### src/rtl/cpu_types_pkg.sv
// Shared types for the cache/RAM arbitration slice: RAM status, arbiter state,
// port owner, and the debug view of the arbiter FSM.
package cpu_types_pkg;

    localparam int WORD_WIDTH = 32;

    typedef logic [WORD_WIDTH-1:0] word_t;

    typedef enum logic [1:0] {
        FREE   = 2'd0,
        BUSY   = 2'd1,
        ACCESS = 2'd2,
        ERROR  = 2'd3
    } ramstate_t;

    typedef enum logic [1:0] {
        IDLE   = 2'd0,
        DGRANT = 2'd1,
        IGRANT = 2'd2
    } arb_state_t;

    typedef enum logic [1:0] {
        NONE   = 2'd0,
        ICACHE = 2'd1,
        DCACHE = 2'd2
    } owner_t;

    typedef struct packed {
        arb_state_t state;
        owner_t     owner;
    } arb_dbg_t;

endpackage

### src/rtl/arb_beat_counter.sv
// Counts completed RAM beats inside one grant; done_o flags the beat that
// finishes the block, after which the count wraps back to zero.
module arb_beat_counter #(
    parameter int BURST_LEN = 2,
    parameter int CNT_W     = (BURST_LEN > 1) ? $clog2(BURST_LEN) : 1
) (
    input  logic clk_i,
    input  logic rst_ni,
    input  logic inc_i,
    input  logic clear_i,
    output logic done_o
);

    logic [CNT_W-1:0] cnt_q, cnt_d;

    assign done_o = inc_i && (cnt_q == CNT_W'(BURST_LEN - 1));

    always_comb begin
        cnt_d = cnt_q;
        if (clear_i) begin
            cnt_d = '0;
        end else if (inc_i) begin
            cnt_d = done_o ? '0 : cnt_q + 1'b1;
        end
    end

    always_ff @(posedge clk_i) begin
        if (!rst_ni) begin
            cnt_q <= '0;
        end else begin
            cnt_q <= cnt_d;
        end
    end

endmodule

### src/rtl/cache_mem_arbiter.sv
// Shares one RAM port between icache and dcache, holding the grant for a whole
// block transfer. Define ARB_FAIR_EN for round-robin instead of dcache priority.
module cache_mem_arbiter
    import cpu_types_pkg::*;
#(
    parameter int WORD_W    = 32,
    parameter int BURST_LEN = 2,
    parameter int ERR_CNT_W = 8
) (
    input  logic                 CLK,
    input  logic                 nRST,
    input  logic                 iREN,
    input  logic [WORD_W-1:0]    iaddr,
    output logic [WORD_W-1:0]    iload,
    output logic                 iwait,
    input  logic                 dREN,
    input  logic                 dWEN,
    input  logic [WORD_W-1:0]    daddr,
    input  logic [WORD_W-1:0]    dstore,
    output logic [WORD_W-1:0]    dload,
    output logic                 dwait,
    output logic                 ramREN,
    output logic                 ramWEN,
    output logic [WORD_W-1:0]    ramaddr,
    output logic [WORD_W-1:0]    ramstore,
    input  logic [WORD_W-1:0]    ramload,
    input  ramstate_t            ramstate,
    output logic [ERR_CNT_W-1:0] err_cnt,
    output arb_dbg_t             dbg_state
);

    // Handshake: a cache holds its strobe(s) high until it sees its wait low;
    // wait low marks the single cycle in which that word completes on the RAM.

    arb_state_t           state_q, state_d;
    owner_t               owner_q, owner_d;
    logic [ERR_CNT_W-1:0] err_q, err_d;
    logic                 granted;
    logic                 own_req;
    logic                 d_req;
    logic                 d_first;
    logic                 beat_inc;
    logic                 beat_clear;
    logic                 beat_done;

    assign d_req   = dREN | dWEN;
    assign granted = (state_q != IDLE);
    assign own_req = (state_q == DGRANT) ? d_req :
                     (state_q == IGRANT) ? iREN : 1'b0;

    assign beat_inc   = granted && own_req && (ramstate == ACCESS);
    assign beat_clear = granted && !own_req;

`ifdef ARB_FAIR_EN
    logic last_d_q, last_d_d;

    // Contended arbitration favours whoever did not hold the last grant.
    assign d_first = ~last_d_q;

    always_comb begin
        last_d_d = last_d_q;
        if (state_q == IDLE && state_d != IDLE) begin
            last_d_d = (state_d == DGRANT);
        end
    end

    always_ff @(posedge CLK) begin
        if (!nRST) begin
            last_d_q <= 1'b0;
        end else begin
            last_d_q <= last_d_d;
        end
    end
`else
    assign d_first = 1'b1;
`endif

    arb_beat_counter #(
        .BURST_LEN(BURST_LEN)
    ) u_beat_counter (
        .clk_i   (CLK),
        .rst_ni  (nRST),
        .inc_i   (beat_inc),
        .clear_i (beat_clear),
        .done_o  (beat_done)
    );

    always_comb begin
        state_d = state_q;
        owner_d = owner_q;
        err_d   = err_q;
        if (granted && ramstate == ERROR && err_q != '1) begin
            err_d = err_q + 1'b1;
        end
        unique case (state_q)
            IDLE: begin
                if (d_req && (d_first || !iREN)) begin
                    state_d = DGRANT;
                    owner_d = DCACHE;
                end else if (iREN) begin
                    state_d = IGRANT;
                    owner_d = ICACHE;
                end
            end
            DGRANT, IGRANT: begin
                if (!own_req || beat_done) begin
                    state_d = IDLE;
                    owner_d = NONE;
                end
            end
            default: begin
                state_d = IDLE;
                owner_d = NONE;
            end
        endcase
    end

    always_ff @(posedge CLK) begin
        if (!nRST) begin
            state_q <= IDLE;
            owner_q <= NONE;
            err_q   <= '0;
        end else begin
            state_q <= state_d;
            owner_q <= owner_d;
            err_q   <= err_d;
        end
    end

    // RAM pins follow the registered owner only, so a new request cannot reach them early.
    always_comb begin
        ramREN   = 1'b0;
        ramWEN   = 1'b0;
        ramaddr  = '0;
        ramstore = '0;
        iload    = '0;
        dload    = '0;
        iwait    = 1'b1;
        dwait    = 1'b1;
        unique case (state_q)
            DGRANT: begin
                ramWEN   = dWEN;
                ramREN   = dREN & ~dWEN;
                ramaddr  = daddr;
                ramstore = dstore;
                if (ramstate == ACCESS) begin
                    dwait = 1'b0;
                    dload = ramload;
                end
            end
            IGRANT: begin
                ramREN  = iREN;
                ramaddr = iaddr;
                if (ramstate == ACCESS) begin
                    iwait = 1'b0;
                    iload = ramload;
                end
            end
            default: begin
            end
        endcase
    end

    assign err_cnt         = err_q;
    assign dbg_state.state = state_q;
    assign dbg_state.owner = owner_q;

endmodule

### config.mk
export PLATFORM = sky130hd
export DESIGN_NAME = cache_mem_arbiter
export DESIGN_NICKNAME = d
export VERILOG_FILES = /design/src/rtl/cpu_types_pkg.sv /design/src/rtl/arb_beat_counter.sv /design/src/rtl/cache_mem_arbiter.sv
export SDC_FILE = /design/constraint.sdc
export NUM_CORES = 1
export LEC_CHECK = 0
export ABC_AREA = 1
export CAP_MARGIN = 20
export CORE_AREA = 3 3 108 110
export CTS_BUF_LIST = sky130_fd_sc_hd__clkbuf_4 sky130_fd_sc_hd__clkbuf_8
export CTS_CLUSTER_SIZE = 8
export DETAILED_ROUTE_END_ITERATION = 12
export DIE_AREA = 0 0 111 113
export SLEW_MARGIN = 20
export SYNTH_ARGS = -nofsm -noshare
export SYNTH_HDL_FRONTEND = slang
export SYNTH_SLANG_ARGS = --single-unit
### constraint.sdc
create_clock -name CLK -period 2.05 [get_ports CLK]
set_input_delay 0.41 -clock CLK [delete_from_list [all_inputs] [get_ports CLK]]
set_output_delay 0.41 -clock CLK [all_outputs]
set_load 0.02 [all_outputs]
# Word-level counts from Yosys, hierarchy flattened
# Cells that the tools add are included.
totals:
  output_inout_bits: 144
  regBits: 13
classes:
  bitwise: 4
  eq_ne: 7
  n_mux: 20
  n_reduce_logical: 13
  add_sub_neg: 2
op_table:
  columns: ["operator", "n"]
  rows:
  - ["two-way mux 32 bit", 4]
  - ["one-hot mux 32 bit (2 select lines)", 1]
  - ["two-way mux 2 bit", 5]
  - ["adder 8 x 1 -> 8 bit (second input constant)", 1]
  - ["!= test 8 bit (second input constant)", 1]
  - ["one-hot mux 2 bit (2 select lines)", 2]
  - ["two-way mux 1 bit", 7]
  - ["== test 2 bit (second input constant)", 3]
  - ["logical AND 1 bit", 6]
  - ["OR reduction 2 bit", 2]
  - ["!= test 3 bit (second input constant)", 1]
  - ["== test 2 x 1 -> 1 bit (second input constant)", 1]
  - ["logical NOT 2 bit", 1]
  - ["!= test 2 bit (second input constant)", 1]
  - ["NOT 1 bit", 2]
  - ["one-hot mux 1 bit (2 select lines)", 1]
  - ["AND reduction 2 bit", 1]
  - ["nonzero test 2 bit", 1]
  - ["adder 1 bit (second input constant)", 1]
  - ["bitwise AND 1 bit", 1]
  - ["logical NOT 1 bit", 1]
  - ["logical OR 1 bit", 1]
  - ["OR 1 bit", 1]

# Depth between registers and ports, before layout
# Gate-level depths: netlist of run 1.
logic_depth:
  depth_word: 9
  mapped_depth: 10

# Modules after synthesis
# A second synthesis of run 1 with hierarchy kept.
unflattened:
  cells_unflattened: 396
  area_unflattened_um2: 1860.5
by_module_without_submodules:
  columns: ["module", "seq_area_each_um2", "area_per_inst_um2", "instances", "cells_each"]
  rows:
  - ["cache_mem_arbiter", 200.2, 1816.7, 1, 389]
  - ["arb_beat_counter", 20.0, 43.8, 1, 7]

# Worst setup path after synthesis of run 1
# OpenSTA, ideal clock, no wires.
synth_timing:
  path_type: "register to output"
  start: "register owner_q[0] (netlist name)"
  end: "output dload[22]"
  slack_ns: -0.016
  arrival_ns: 1.656
  stages_incl_launch_ff: 7
  cell_sequence: "dfxtp_1 -> inv_1 -> ha_1 -> buf_2 -> nand2_1 -> buf_1 -> nor2_1"
synth_lines:
  columns: ["element", "line", "source"]
  rows:
  - ["end: declaration", "cache_mem_arbiter.sv:20", "output logic [WORD_W-1:0] dload,"]

==> impl_metrics.yaml, run 1 <==
run_status:
  outcome: "finished, final reports clean"
synth:
  yosysMostFrequentCell: "nand2_1"
  yosysSeqAreaShare: 0.122
  synth_commonest_cells: "nand2_1, inv_1, nor2_1"
  synth_area_leader_cell: "nand2_1"
  syn_area_mm2: 0.00180
  syn_inst: 388
  synth_top_flop_cell: "dfxtp_1"
  yosysUniqueCellTypes: 20
  synth-seq-cells: 11
  syn-num-nets: 527
  synth.top_cell.area_share: 0.267
  ys_warn_count: 0
  avgSynthCellArea_um2: 4.64
  yosys-top-cells-area: "nand2_1, inv_1, nor2_1"
  synth_edf_count: 0
  async_flop_share: 0
global_route:
  grt_pass1_vias: 3055
  antenna_found_initial: 0
  grtUsageTotal: 0.164
  grt_max_degree: 34
  grt_pass1_wl_um: 17100
  gr-total-overflow: 0
worst_setup_path:
  cp_max_fo: 19
  startpoint_type: "flop"
  crit_top_cell: "inv_1"
  worstSetupPathType: "flop to primary output"
  cp_data_required_time_ns: 1.64
  crit_chain: "inv_1 > ha_4 > bufbuf_16 > nand2_1 > inv_1 > clkdlybuf4s15_1"
  cp.arrival_ns: 1.57
  critical-path-max-stage-delay_ns: 0.33
  worstSetupEndpointType: "primary output"
  crit_path_top_delay_cell: "dfxtp_2"
  rrSetupSlack_ns: 0.43
worst_hold_path:
  min_path_type: "flop to flop"
layout:
  regArea_um2: 223
  area_growth_pct: 160
  fin_util: 0.434
  num_antenna_cells: 0
  drive_gt1_frac: 0.241
  fillers: 1184
  nets: 807
  multi_input_area_mm2: 0.00123
clock_network:
  htree_num_levels: 1
  postCtsHoldBufs: 0
  clock_latency_ns: 0.24
  cts-root-buf: "clkbuf_8"
  cts_buffers: 3
  cts_tree: "yes"
  cts.sinks: 11
  clockBufferDepth: 2
  clk_pin_slew_ns: 0.05
timing:
  clock_skew_ns: 0.00283
  max_freq_mhz: 505
  final_max_slew_viol_count: 0
  setup_slack_ns: 0.0703
  hold_ws_ns: 0.515
  period_share: 0.966
  fin_tns_setup_ns: 0
  fin_crit_ns: 1.98
  final-hold-violation-count: 0
  setup_viol: 0
  tightest_slew_ns: 0.362
  slew_headroom: 0.758
  rsz0062_at_grt: "yes"
routing:
  ant_nets: 0
  via_per_inst: 4.07
  num_vias: 3282
  routed_wl_um: 11700
  avgRoutedWirePerCell_um: 14.6
  drc: 0
  drtIter0Drc: 183
  first_pass_iters: 4
placed_design:
  numPortBuffers: 278
  dp_hpwl_um: 9310
  place.gp.congestion: 0.894
  place_ws_ns: -0.517
power:
  clkPwrFrac: 0.174
  p_sw_w: 0.000517
  ir_worst_vdd_mv: 0.359
  switching_share: 0.385
  p_leak_nw: 2.58
  p_seq_frac: 0.169
  powerDensity_mw_per_mm2: 287
  combPwrFrac: 0.657
  p_int_w: 0.000825
  finalPower_w: 0.00134
floorplanning:
  dieArea_mm2: 0.0125
  die_w_um: 111
  ios: 279
  start_util: 0.167
  rows: 38
  core_area_mm2: 0.0108
  die_y_um: 113
job:
  drv_cap: 0
## flip-flops by register name, summed over array words and instances (netlist names)
| signal | flops |
|---|---|
| err_cnt | 8 |
| owner_q | 1 |
| state_q | 1 |
| u_beat_counter.cnt_q | 1 |
## repair_timing
item / 4_1_cts / 5_1_grt
buffers inserted: 0 / 1
pin swaps: 0 / 3
gates resized for setup: 456 / 71
setup endpoints to repair: 132 / 115
gates cloned: 1 / 3
## worst paths after layout
kind / start / to / cells past startpoint
worst max-delay path: owner_q[0] / ramstore[2] / 6
worst min-delay path: err_cnt[7] / err_cnt[7] / 2
worst max register to register: owner_q[0] / owner_q[0] / 11
worst min register to register: err_cnt[7] / err_cnt[7] / 2
## logic make-up after synthesis
family,after synthesis,share of synthesized area
buffers and inverters,108,0.235
AND/OR/NAND/NOR,214,0.460
XOR/XNOR,4,0.0194
AO/OA/AOI/OAI,47,0.135
adder cells (fa/ha/maj),4,0.0278
flip-flops,11,0.122
## power by group through the flow
| stage | registers [W] | logic (W) | clock network, W |
|---|---|---|---|
| floorplan | 0.000235 | 0.000338 | 0 |
| global placement | 0.000229 | 0.000893 | 0 |
| detailed placement | 0.000229 | 0.000899 | 0 |
| CTS | 0.000226 | 0.000861 | 0.000244 |
| global route | 0.000228 | 0.000949 | 0.000261 |
| finish | 0.000227 | 0.000882 | 0.000234 |
## placed cells by master, fill, tap and decap left out
cell type and count:
clkbuf_2 7, clkdlybuf4s15_1 4, clkdlybuf4s15_2 10, dfxtp_1 9, nand2_1 126, nor3_1 1
ha_1 2, xor2_1 2, clkbuf_4 1, buf_2 47, o21ai_0 3, a21oi_2 5
ha_4 1, buf_4 59, dlygate4sd2_1 14, nand2_4 2, nand2_2 1, a31oi_1 1
dfxtp_2 2, dlymetal6s2s_1 2, nor2_1 63, a31oi_2 1, nand4_1 2, ha_2 1
xnor2_1 2, nand3_1 9, buf_6 2, a21oi_1 37, buf_12 6, clkdlybuf4s50_1 144
nor2_4 1, bufbuf_16 1, inv_1 85, clkbuf_16 2, nor2_2 8, nor3_2 1
clkbuf_8 3
## layer usage
| metal | global-route usage | share of wire | vias to the layer above |
|---|---|---|---|
| met5 | 0 | 0 | - |
| met4 | 0.0263 | 0.016 | 0 |
| met3 | 0.0390 | 0.069 | 14 |
| met2 | 0.299 | 0.50 | 142 |
| met1 | 0.201 | 0.42 | 1442 |
| li1 | - | - | 1684 |
## metrics by stage
step / instances / instance area (µm²)
global route: 807 / 4680
CTS: 803 / 4470
detailed placement: 798 / 4840
finish: 807 / 4680
floorplan: 388 / 1800
global placement: 798 / 4840
## critical path: cells and delay by family, from the launching register on
family,cells,cell delay [ns]
buf+inv,4,0.75
flops,1,0.33
fa+ha+maj,1,0.19
simple gates,1,0.06
## layout make-up
| type | count | share of cell area |
|---|---|---|
| Clock buffer | 4 | 0.0104 |
| Inverter | 85 | 0.0682 |
| Multi-Input combinational cell | 269 | 0.264 |
| Sequential cell | 11 | 0.0476 |
| Tap cell | 140 | 0.0374 |
| Timing Repair Buffer | 298 | 0.573 |
(Power assumes the default switching activity.)
==> inputs of run 2 (changes only) <==
--- a/config.mk
+++ b/config.mk
@@ -7,11 +7,12 @@
 export LEC_CHECK = 0
 export ABC_AREA = 1
 export CAP_MARGIN = 20
-export CORE_AREA = 3 3 108 110
+export CORE_AREA = 3 3 107 109
 export CTS_BUF_LIST = sky130_fd_sc_hd__clkbuf_4 sky130_fd_sc_hd__clkbuf_8
 export CTS_CLUSTER_SIZE = 8
 export DETAILED_ROUTE_END_ITERATION = 12
-export DIE_AREA = 0 0 111 113
+export DIE_AREA = 0 0 110 112
+export DONT_BUFFER_PORTS = 1
 export SLEW_MARGIN = 20
 export SYNTH_ARGS = -nofsm -noshare
 export SYNTH_HDL_FRONTEND = slang
==> constraint.sdc (replaced) <==
create_clock -name CLK -period 2.52 [get_ports CLK]
set_input_delay 0.504 -clock CLK [delete_from_list [all_inputs] [get_ports CLK]]
set_output_delay 0.504 -clock CLK [all_outputs]
set_load 0.02 [all_outputs]
==> run 2 against run 1 <==
Worst hold slack lost 0.13 ns. Flip-flop and latch count is the same. Highest routed layer unchanged. Power fell by 43%. Critical path depth unchanged. Global-route usage down 5.2 points. Clock skew about the same. Die area down 1.8%. Sequential power shrank 19%. Via count decreased by 20%. Critical endpoint is now ramaddr[17]. Setup slack improved by 0.23 ns.
==> impl_metrics.yaml, run 2 (synthesized netlist as in run 1, its figures left out) <==
floorplanning:
  core_area_mm2: 0.0107
  dieArea_mm2: 0.0123
  rows: 38
  start_util: 0.168
  die_w_um: 110
  ios: 279
  die_y_um: 112
worst_hold_path:
  min_path_type: "input port to flop"
  min_from: "nRST"
  min_to: "err_cnt[6]"
  min_path_cells: 2
clock_network:
  postCtsHoldBufs: 0
  cts-root-buf: "clkbuf_8"
  clockBufferDepth: 2
  cts_tree: "yes"
  post_cts.repair.setup_buffers: 0
  cts_buffers: 3
  clock_latency_ns: 0.24
  htree_num_levels: 1
  cts.sinks: 11
  clk_pin_slew_ns: 0.05
  cts_resized: 0
worst_setup_path:
  worstSetupPathType: "flop to primary output"
  cp.arrival_ns: 1.71
  rrSetupSlack_ns: 0.85
  cp_data_required_time_ns: 2.02
  startpoint_type: "flop"
  reg2reg_to: "owner_q[0]"
  r2r-start: "state_q[0]"
  worstSetupEndpointType: "primary output"
  r2r_cells: 9
  cp_max_fo: 68
global_route:
  grt_pass1_wl_um: 11200
  use_met1: 0.126
  grt_max_degree: 69
  antenna_found_initial: 0
  grt_use_met2: 0.213
  grt_pass1_vias: 2213
  gr-total-overflow: 0
  top_usage_layer: "met2"
  met3_usage: 0.0261
  grtUsageTotal: 0.113
timing:
  final_max_slew_viol_count: 0
  rsz0062_at_grt: "no"
  setup_slack_ns: 0.302
  fin_tns_setup_ns: 0
  setup_viol: 0
  final-hold-violation-count: 0
  max_freq_mhz: 451
  tightest_slew_ns: 0.388
  period_share: 0.880
  fin_crit_ns: 2.22
  clock_skew_ns: 0.00262
  slew_headroom: 0.741
layout:
  largest_register_ffs: 8
  final_cell_mix: "nand2_1, buf_4, inv_1"
  multi_input_area_mm2: 0.00116
  regArea_um2: 220
  area_growth_pct: 51.7
  final_common_cell: "nand2_1"
  fin_util: 0.255
  num_antenna_cells: 0
  drive_gt1_frac: 0.240
  fillers: 1196
  nets: 615
routing:
  via_per_inst: 4.28
  avgRoutedWirePerCell_um: 13.3
  ant_nets: 0
  first_pass_iters: 5
  num_vias: 2630
  routed_wl_um: 8200
  drc: 0
  drtIter0Drc: 163
placed_design:
  dp_hpwl_um: 6930
  place.gp.congestion: 0.907
  numPortBuffers: 0
  place_ws_ns: 0.592
run_status:
  outcome: "finished, final reports clean"
job:
  drv_cap: 0
power:
  ir_worst_vdd_mv: 0.148
  powerDensity_mw_per_mm2: 280
  p_leak_nw: 1.66
==> run 2: changes by cell type in the layout (fill, tap and decap cells not counted), moves of 5 or more <==
cell	change
clkdlybuf4s50_1	-144
buf_2	-47
buf_4	+46
dlygate4sd2_1	-14
clkdlybuf4s15_2	-10
nor2_1	+9
nor2_2	-8
clkbuf_2	-7
a21oi_1	+5
a21oi_2	-5
buf_12	-5
==> run 2: worst max-delay path: stages, from the launching register on <==
cell     delay [ns]
dfxtp_1        0.32
inv_1          0.09
ha_2           0.21
buf_12         0.24
nand2_1        0.12
a21oi_1        0.25
buf_4          0.19
==> run 2: power breakdown <==
group          switching, W  internal (W)
clock network     0.0000675      0.000122
logic              0.000280      0.000111
registers        0.00000630      0.000179
==> run 2: how the worst max path moves through the flow <==
stage	end	from	depth (start not counted)
finish	ramaddr[17]	owner_q[0]	6
global route	ramaddr[20]	state_q[0]	6
CTS	ramaddr[20]	owner_q[0]	6
detailed placement	ramaddr[20]	owner_q[0]	6
global placement	ramaddr[20]	owner_q[0]	6
floorplan	dload[22]	owner_q[0]	6
==> run 2: per-stage QoR <==
| stage | instances | hold WS, ns | instance area (µm²) | power (W) |
|---|---|---|---|---|
| 3_5_place_dp | 611 | 0.528 | 2680 | 0.000584 |
| 5_1_grt | 615 | 0.393 | 2730 | 0.000822 |
| 3_3_place_gp | 611 | 0.516 | 2680 | 0.000582 |
| 6_report | 615 | 0.384 | 2730 | 0.000765 |
| 4_1_cts | 615 | 0.381 | 2730 | 0.000773 |
| 2_1_floorplan | 388 | 0.486 | 1800 | 0.000467 |
==> run 2: area by class of cell <==
| cell class | instances | area share |
|---|---|---|
| tap | 140 | 0.0641 |
| inverter | 85 | 0.117 |
| timing repair buffer | 106 | 0.296 |
| clock buffer | 4 | 0.0179 |
| multi-input combinational | 269 | 0.425 |
| sequential | 11 | 0.0806 |
==> run 2: layer usage <==
metal	routed length, µm	up-vias	part of all wire
met5	0	-	0
met2	4230	164	0.52
met1	2870	1162	0.35
met3	1020	6	0.12
met4	78	0	0.0095
li1	-	1298	-
